## src/rtl/mmr_pkg.sv

```systemverilog
// Shared access-mode encodings and mode-field lookup for the mmr_bank register file.
package mmr_pkg;

  localparam logic [1:0] MMR_RW  = 2'd0;
  localparam logic [1:0] MMR_RO  = 2'd1;
  localparam logic [1:0] MMR_W1C = 2'd2;
  localparam logic [1:0] MMR_WO  = 2'd3;

  localparam int unsigned MMR_MAX_COUNT = 64;

  // Mode field of register i from a MODES vector zero-extended to the maximum bank size.
  function automatic logic [1:0] mmr_mode(input logic [2*MMR_MAX_COUNT-1:0] modes,
                                          input int unsigned i);
    return modes[2*i +: 2];
  endfunction

endpackage

```

## src/rtl/mmr_bank_if.sv

```systemverilog
// Bus-side strobe/ack interface of mmr_bank; optional byte enables under MMR_BANK_BYTE_EN.
interface mmr_bank_if #(
  parameter int unsigned ABITS = 32,
  parameter int unsigned DBITS = 32
);
  logic             strobe;
  logic             rw;
  logic [ABITS-1:0] addr;
  logic [DBITS-1:0] d_in;
  logic [DBITS-1:0] d_out;
  logic             ack;
  logic             err;
`ifdef MMR_BANK_BYTE_EN
  logic [DBITS/8-1:0] be;
`endif

  modport master (
    output strobe, rw, addr, d_in,
`ifdef MMR_BANK_BYTE_EN
    output be,
`endif
    input  d_out, ack, err
  );

  modport slave (
    input  strobe, rw, addr, d_in,
`ifdef MMR_BANK_BYTE_EN
    input  be,
`endif
    output d_out, ack, err
  );
endinterface

```

## src/rtl/mmr_cell.sv

```systemverilog
// One mmr_bank register: applies bus write (masked), W1C clear and hardware load/sticky-set.
module mmr_cell import mmr_pkg::*; #(
  parameter int unsigned     DBITS   = 32,
  parameter logic [1:0]      MODE    = MMR_RW,
  parameter logic [DBITS-1:0] DEFAULT = '0
) (
  input  logic             clk,
  input  logic             reset,
  input  logic             bus_we,
  input  logic [DBITS-1:0] d_in,
  input  logic [DBITS-1:0] wmask,
  input  logic             hw_we,
  input  logic [DBITS-1:0] hw_val,
  output logic [DBITS-1:0] store
);

  logic [DBITS-1:0] store_d, store_q;

  always_comb begin
    store_d = store_q;
    if (MODE == MMR_W1C) begin
      // Clear first, then set, so a same-cycle hardware set is never lost.
      if (bus_we) store_d = store_q & ~(d_in & wmask);
      if (hw_we)  store_d = store_d | hw_val;
    end else if (MODE == MMR_RO) begin
      if (hw_we) store_d = hw_val;
    end else begin
      if (bus_we)     store_d = (store_q & ~wmask) | (d_in & wmask);
      else if (hw_we) store_d = hw_val;
    end
  end

  always_ff @(posedge clk or posedge reset) begin
    if (reset) store_q <= DEFAULT;
    else       store_q <= store_d;
  end

  assign store = store_q;

endmodule

```

## src/rtl/mmr_bank.sv

```systemverilog
// Bank of COUNT memory-mapped registers with 1-cycle strobe/ack and error response.
// Optional byte-lane write enables when MMR_BANK_BYTE_EN is defined.
module mmr_bank import mmr_pkg::*; #(
  parameter int unsigned             ABITS   = 32,
  parameter int unsigned             DBITS   = 32,
  parameter int unsigned             COUNT   = 4,
  parameter logic [ABITS-1:0]        BASE    = '0,
  parameter logic [2*COUNT-1:0]      MODES   = '0,
  parameter logic [COUNT*DBITS-1:0]  DEFAULT = '0
) (
  input  logic                   clk,
  input  logic                   reset,
  mmr_bank_if.slave              bus,
  input  logic [COUNT-1:0]       hw_we,
  input  logic [COUNT*DBITS-1:0] hw_val,
  output logic [COUNT*DBITS-1:0] q
);

  localparam int unsigned IW = (COUNT > 1) ? $clog2(COUNT) : 1;
  localparam logic [2*MMR_MAX_COUNT-1:0] ModesX = (2*MMR_MAX_COUNT)'(MODES);

  logic [DBITS-1:0] store_a [COUNT];
  logic [1:0]       mode_a  [COUNT];

  // Compare in ABITS+1 bits so BASE+COUNT cannot wrap.
  logic [ABITS:0] addr_x, base_x, lim_x;
  logic           hit, ro_wr;
  logic [IW-1:0]  idx;
  logic [1:0]     mode_sel;
  logic [DBITS-1:0] wmask;

  assign addr_x   = {1'b0, bus.addr};
  assign base_x   = {1'b0, BASE};
  assign lim_x    = base_x + (ABITS+1)'(COUNT);
  assign hit      = bus.strobe && (addr_x >= base_x) && (addr_x < lim_x);
  assign idx      = IW'(bus.addr - BASE);
  assign mode_sel = mode_a[idx];
  assign ro_wr    = hit && bus.rw && (mode_sel == MMR_RO);

`ifdef MMR_BANK_BYTE_EN
  always_comb begin
    wmask = '0;
    for (int b = 0; b < DBITS / 8; b++) wmask[8*b +: 8] = {8{bus.be[b]}};
  end
`else
  assign wmask = '1;
`endif

  for (genvar i = 0; i < COUNT; i++) begin : g_cell
    localparam logic [1:0] CellMode = mmr_mode(ModesX, i);

    assign mode_a[i] = CellMode;

    mmr_cell #(
      .DBITS   (DBITS),
      .MODE    (CellMode),
      .DEFAULT (DEFAULT[i*DBITS +: DBITS])
    ) u_cell (
      .clk    (clk),
      .reset  (reset),
      .bus_we (hit && bus.rw && (idx == IW'(i))),
      .d_in   (bus.d_in),
      .wmask  (wmask),
      .hw_we  (hw_we[i]),
      .hw_val (hw_val[i*DBITS +: DBITS]),
      .store  (store_a[i])
    );

    assign q[i*DBITS +: DBITS] = store_a[i];
  end

  logic             ack_q, err_q;
  logic [DBITS-1:0] d_out_q;

  always_ff @(posedge clk or posedge reset) begin
    if (reset) begin
      ack_q   <= 1'b0;
      err_q   <= 1'b0;
      d_out_q <= '0;
    end else begin
      ack_q   <= bus.strobe;
      err_q   <= bus.strobe && (!hit || ro_wr);
      d_out_q <= (hit && !bus.rw && (mode_sel != MMR_WO)) ? store_a[idx] : '0;
    end
  end

  assign bus.ack   = ack_q;
  assign bus.err   = err_q;
  assign bus.d_out = d_out_q;

endmodule

```

## src/flat_wrapper.sv

```systemverilog
// flat-port wrapper written by rule: the top's interface ports become plain ports
module mmr_bank_flat import mmr_pkg::*;
#(
  parameter int unsigned             ABITS   = 32,
  parameter int unsigned             DBITS   = 32,
  parameter int unsigned             COUNT   = 4,
  parameter logic [ABITS-1:0]        BASE    = '0,
  parameter logic [2*COUNT-1:0]      MODES   = '0,
  parameter logic [COUNT*DBITS-1:0]  DEFAULT = '0
)
  (clk, reset, hw_we, hw_val, q, bus_strobe, bus_rw, bus_addr, bus_d_in, bus_d_out, bus_ack, bus_err);
  mmr_bank_if #(.ABITS(ABITS), .DBITS(DBITS)) bus_i ();
  input  logic clk;
  input  logic reset;
  input  logic [COUNT-1:0] hw_we;
  input  logic [COUNT*DBITS-1:0] hw_val;
  output logic [COUNT*DBITS-1:0] q;
  input wire logic [$bits(bus_i.strobe)-1:0] bus_strobe;
  input wire logic [$bits(bus_i.rw)-1:0] bus_rw;
  input wire logic [$bits(bus_i.addr)-1:0] bus_addr;
  input wire logic [$bits(bus_i.d_in)-1:0] bus_d_in;
  output wire logic [$bits(bus_i.d_out)-1:0] bus_d_out;
  output wire logic [$bits(bus_i.ack)-1:0] bus_ack;
  output wire logic [$bits(bus_i.err)-1:0] bus_err;
  assign bus_i.strobe = bus_strobe;
  assign bus_i.rw = bus_rw;
  assign bus_i.addr = bus_addr;
  assign bus_i.d_in = bus_d_in;
  assign bus_d_out = bus_i.d_out;
  assign bus_ack = bus_i.ack;
  assign bus_err = bus_i.err;
  mmr_bank #(.ABITS(ABITS), .DBITS(DBITS), .COUNT(COUNT), .BASE(BASE), .MODES(MODES), .DEFAULT(DEFAULT)) u_core (.clk(clk), .reset(reset), .bus(bus_i), .hw_we(hw_we), .hw_val(hw_val), .q(q));
endmodule
```

## config.mk

```make
export PLATFORM = sky130hd
export DESIGN_NAME = mmr_bank_flat
export DESIGN_NICKNAME = d
export VERILOG_FILES = /design/src/rtl/mmr_pkg.sv /design/src/rtl/mmr_bank_if.sv /design/src/rtl/mmr_cell.sv /design/src/rtl/mmr_bank.sv /design/src/flat_wrapper.sv
export SDC_FILE = /design/constraint.sdc
export NUM_CORES = 1
export LEC_CHECK = 0
export CAP_MARGIN = 5
export CORE_AREA = 2 2 140 142
export DETAILED_ROUTE_END_ITERATION = 10
export DIE_AREA = 0 0 142 144
export PLACE_DENSITY = 0.86
export SYNTH_ARGS = -nofsm -noshare
export SYNTH_HDL_FRONTEND = slang
export SYNTH_SLANG_ARGS = --single-unit
```

## constraint.sdc

```tcl
create_clock -name clk -period 13.75 [get_ports clk]
set_input_delay 2.75 -clock clk [delete_from_list [all_inputs] [get_ports clk]]
set_output_delay 2.75 -clock clk [all_outputs]
set_load 0.01 [all_outputs]
```

==> metrics.txt <==
Crit path required time=14.04 ns; fillers=1351; worst vdd ir=0.0782 mV; CP arrival=5.82 ns; DR vias/cell=5.38; maxcap violations=0; placed cell count=1105; Setup Buffers After CTS=0; Antenna Nets Post-Route=0; TNS Setup=0 ns; Routed Wire Length=25800 µm; CTS tree=done; dpl ws=7.77 ns; Syn Nets=742; Clock Latency Late Sink=0.42 ns; Clock Tree Buf Depth=2; Worst slew margin=31.0%; critical path's slowest cell=nand4b_4; Worst Tran Pin Value=1.03 ns; Via Count=6121; FF+latch count, synth=162; Synth cell types=23; gpl congestion=0.783; CP Max Fanout=32; die area=20400 µm²; row count=51; register area share after synthesis=46.2%; Hold Path Class=flop to flop; status=finished, final reports clean; CP top delay family=simple AND/OR/NAND/NOR gates; PnR worst setup slack=8.22 ns; Initial Utilization=46.0%; Power, Total=0.00131 W; FMAX=181 MHz; CP Launch Type=input port; worst path bufs/invs=1; CP Cell Sequence=clkdlybuf4s50_1 > or4_4 > nor4_4 > nand4b_4 > mux2_4; minimum clock period=5.53 ns; vias in the first global route=6632; clock-pin slew on the worst setup and hold paths=0.07 ns; crit path capture type=flop; reg2reg setup slack=12.58 ns; DRC=0; Max Clock Skew=0.0135 ns; first-pass GRT wire length=38800 µm; fin. max-slew vios=0; WL/cell=22.7 µm; Yosys warnings=0; final hold slack=0.665 ns; GRT Total Usage=25.4%; clock tree sinks=162; Synth-to-Final Area Change=48.3%; crit share post-route=40.2%; cell count after synthesis=542; final setup fails=0; Post-Layout Cell Count=1138; Root Buffer=clkbuf_16; Pleak=5.71 nW; core area=19100 µm²; port bufs=361; largest net degree at the start of global routing=94; total congestion overflow=0; CTS Buf Count=17; die span in y=144 µm; CP peak stage delay=0.87 ns; post_cts resized=0; final hold viol count=0; Syn Std Cell Area=8770 µm²; DR pass1 iterations=4; io pins=362; antenna violations before repair=1; initial drt markers=271; hold buffers post-CTS=0; Synth Area per Inst=16.2 µm²; crit path kind=input port to flop; RSZ-0062 raised after global routing=false; DIE WIDTH=142 µm; layout cell share with drive strength beyond 1=37.6%; final net count=1086; DP HPWL=17500 µm; P per Cell Area=101 nW/µm²; H-tree levels=4
==> power by group <==
part | internal (W) | switching, W | leakage, nW
Sequential | 0.000515 | 0.0000330 | 1.97
Combinational | 0.000217 | 0.0000997 | 3.47
Clock | 0.000242 | 0.000208 | 0.268
Total | 0.000973 | 0.000340 | 5.71
==> metrics by stage <==
step | instance area [µm²] | util, %
6_report | 13000 | 68.2
3_3_place_gp | 12400 | 65.2
5_1_grt | 13000 | 68.2
4_1_cts | 13000 | 68.1
3_5_place_dp | 12400 | 65.2
2_1_floorplan | 8770 | -
==> metal layers <==
layer	share of wire, %	vias up	GRT usage (%)
li1	-	2710	-
met1	40	3076	31.1
met2	51	283	43.8
met3	5.9	52	5.30
met4	3.3	0	10.3
met5	0	-	0
==> sequential cells by signal, summed over array words and instances, names as in the netlist <==
| signal | flops |
|---|---|
| u_core.bus.d_out | 32 |
| u_core.g_cell.u_cell.store | 128 |
| u_core.bus.err | 1 |
| u_core.bus.ack | 1 |
==> kinds of logic after synthesis <==
| logic type | share of synthesized area (%) |
|---|---|
| multiplexers | 46.2 |
| flip-flops | 46.2 |
| AND/OR/NAND/NOR | 4.65 |
| buffers and inverters | 2.81 |
| AO/OA/AOI/OAI | 0.0856 |
==> worst min-delay path, cell delays in order, from the launching register on <==
cell	delay (ns)
dfrtp_1	0.36
mux2_2	0.15
mux2_4	0.12
==> cells in the mapped netlist <==
master	count	share of area, %
or4bb_1	1	0.13
a21boi_0	1	0.086
nand4b_4	2	0.54
nor4_1	4	0.29
clkbuf_1	24	1.0
buf_1	2	0.086
or4_1	1	0.086
buf_2	2	0.11
nor4_4	1	0.24
mux2_4	120	21
mux2_2	136	17
and4_1	1	0.10
dfrtp_1	162	46
nor4b_1	1	0.10
nand3_4	1	0.20
nand4b_1	1	0.10
mux4_2	32	8.2
nor2b_1	32	2.3
inv_1	1	0.043
nor2_1	2	0.086
or4_4	2	0.26
buf_6	12	1.5
nand4_4	1	0.24
==> layout by cell type (no fill, tap or decap) <==
cell type and instances:
mux4_2 32, mux2_4 120, clkinv_2 1, or4bb_1 1, clkdlybuf4s50_1 355, nor2b_1 32
nand4b_1 1, or4_1 1, buf_2 6, buf_4 4, nor2_1 2, inv_6 5
mux2_2 136, nand3_4 1, nand4_4 1, diode_2 1, clkbuf_8 1, or4_4 2
nor4b_1 1, nor4_1 4, dfrtp_1 162, nor4_4 1, nand4b_4 2, a21boi_0 1
clkinv_4 4, inv_8 2, and4_1 1, clkbuf_16 17, clkinvlp_4 3
==> final cells by class <==
type / instances / area [µm²] / share of cell area [%]
antenna: 1 / 2.50 / 0.0192
clock buffer: 18 / 439 / 3.38
clock inverter: 14 / 120 / 0.924
inverter: 1 / 8.76 / 0.0673
multi-input combinational: 339 / 4470 / 34.4
sequential: 162 / 4050 / 31.2
tap: 238 / 298 / 2.29
timing repair buffer: 365 / 3610 / 27.8
==> worst paths after layout <==
path                                                                      end  cells after the start                                          start
worst max-delay path            u_core.g_cell[2].u_cell.store[17]$_DFFE_PP0P_                      5                                   bus_addr[18]
worst min-delay path            u_core.g_cell[0].u_cell.store[17]$_DFFE_PP0P_                      2  u_core.g_cell[0].u_cell.store[17]$_DFFE_PP0P_
worst max register to register                  u_core.bus.d_out[9]$_DFF_PP0_                      2   u_core.g_cell[2].u_cell.store[9]$_DFFE_PP0P_
worst min register to register  u_core.g_cell[0].u_cell.store[17]$_DFFE_PP0P_                      2  u_core.g_cell[0].u_cell.store[17]$_DFFE_PP0P_
max in group asynchronous       u_core.g_cell[2].u_cell.store[18]$_DFFE_PP0P_                      3                                          reset
min in group asynchronous       u_core.g_cell[0].u_cell.store[20]$_DFFE_PP0P_                      2                                          reset
Note: power is estimated with default switching activity, not from simulation.
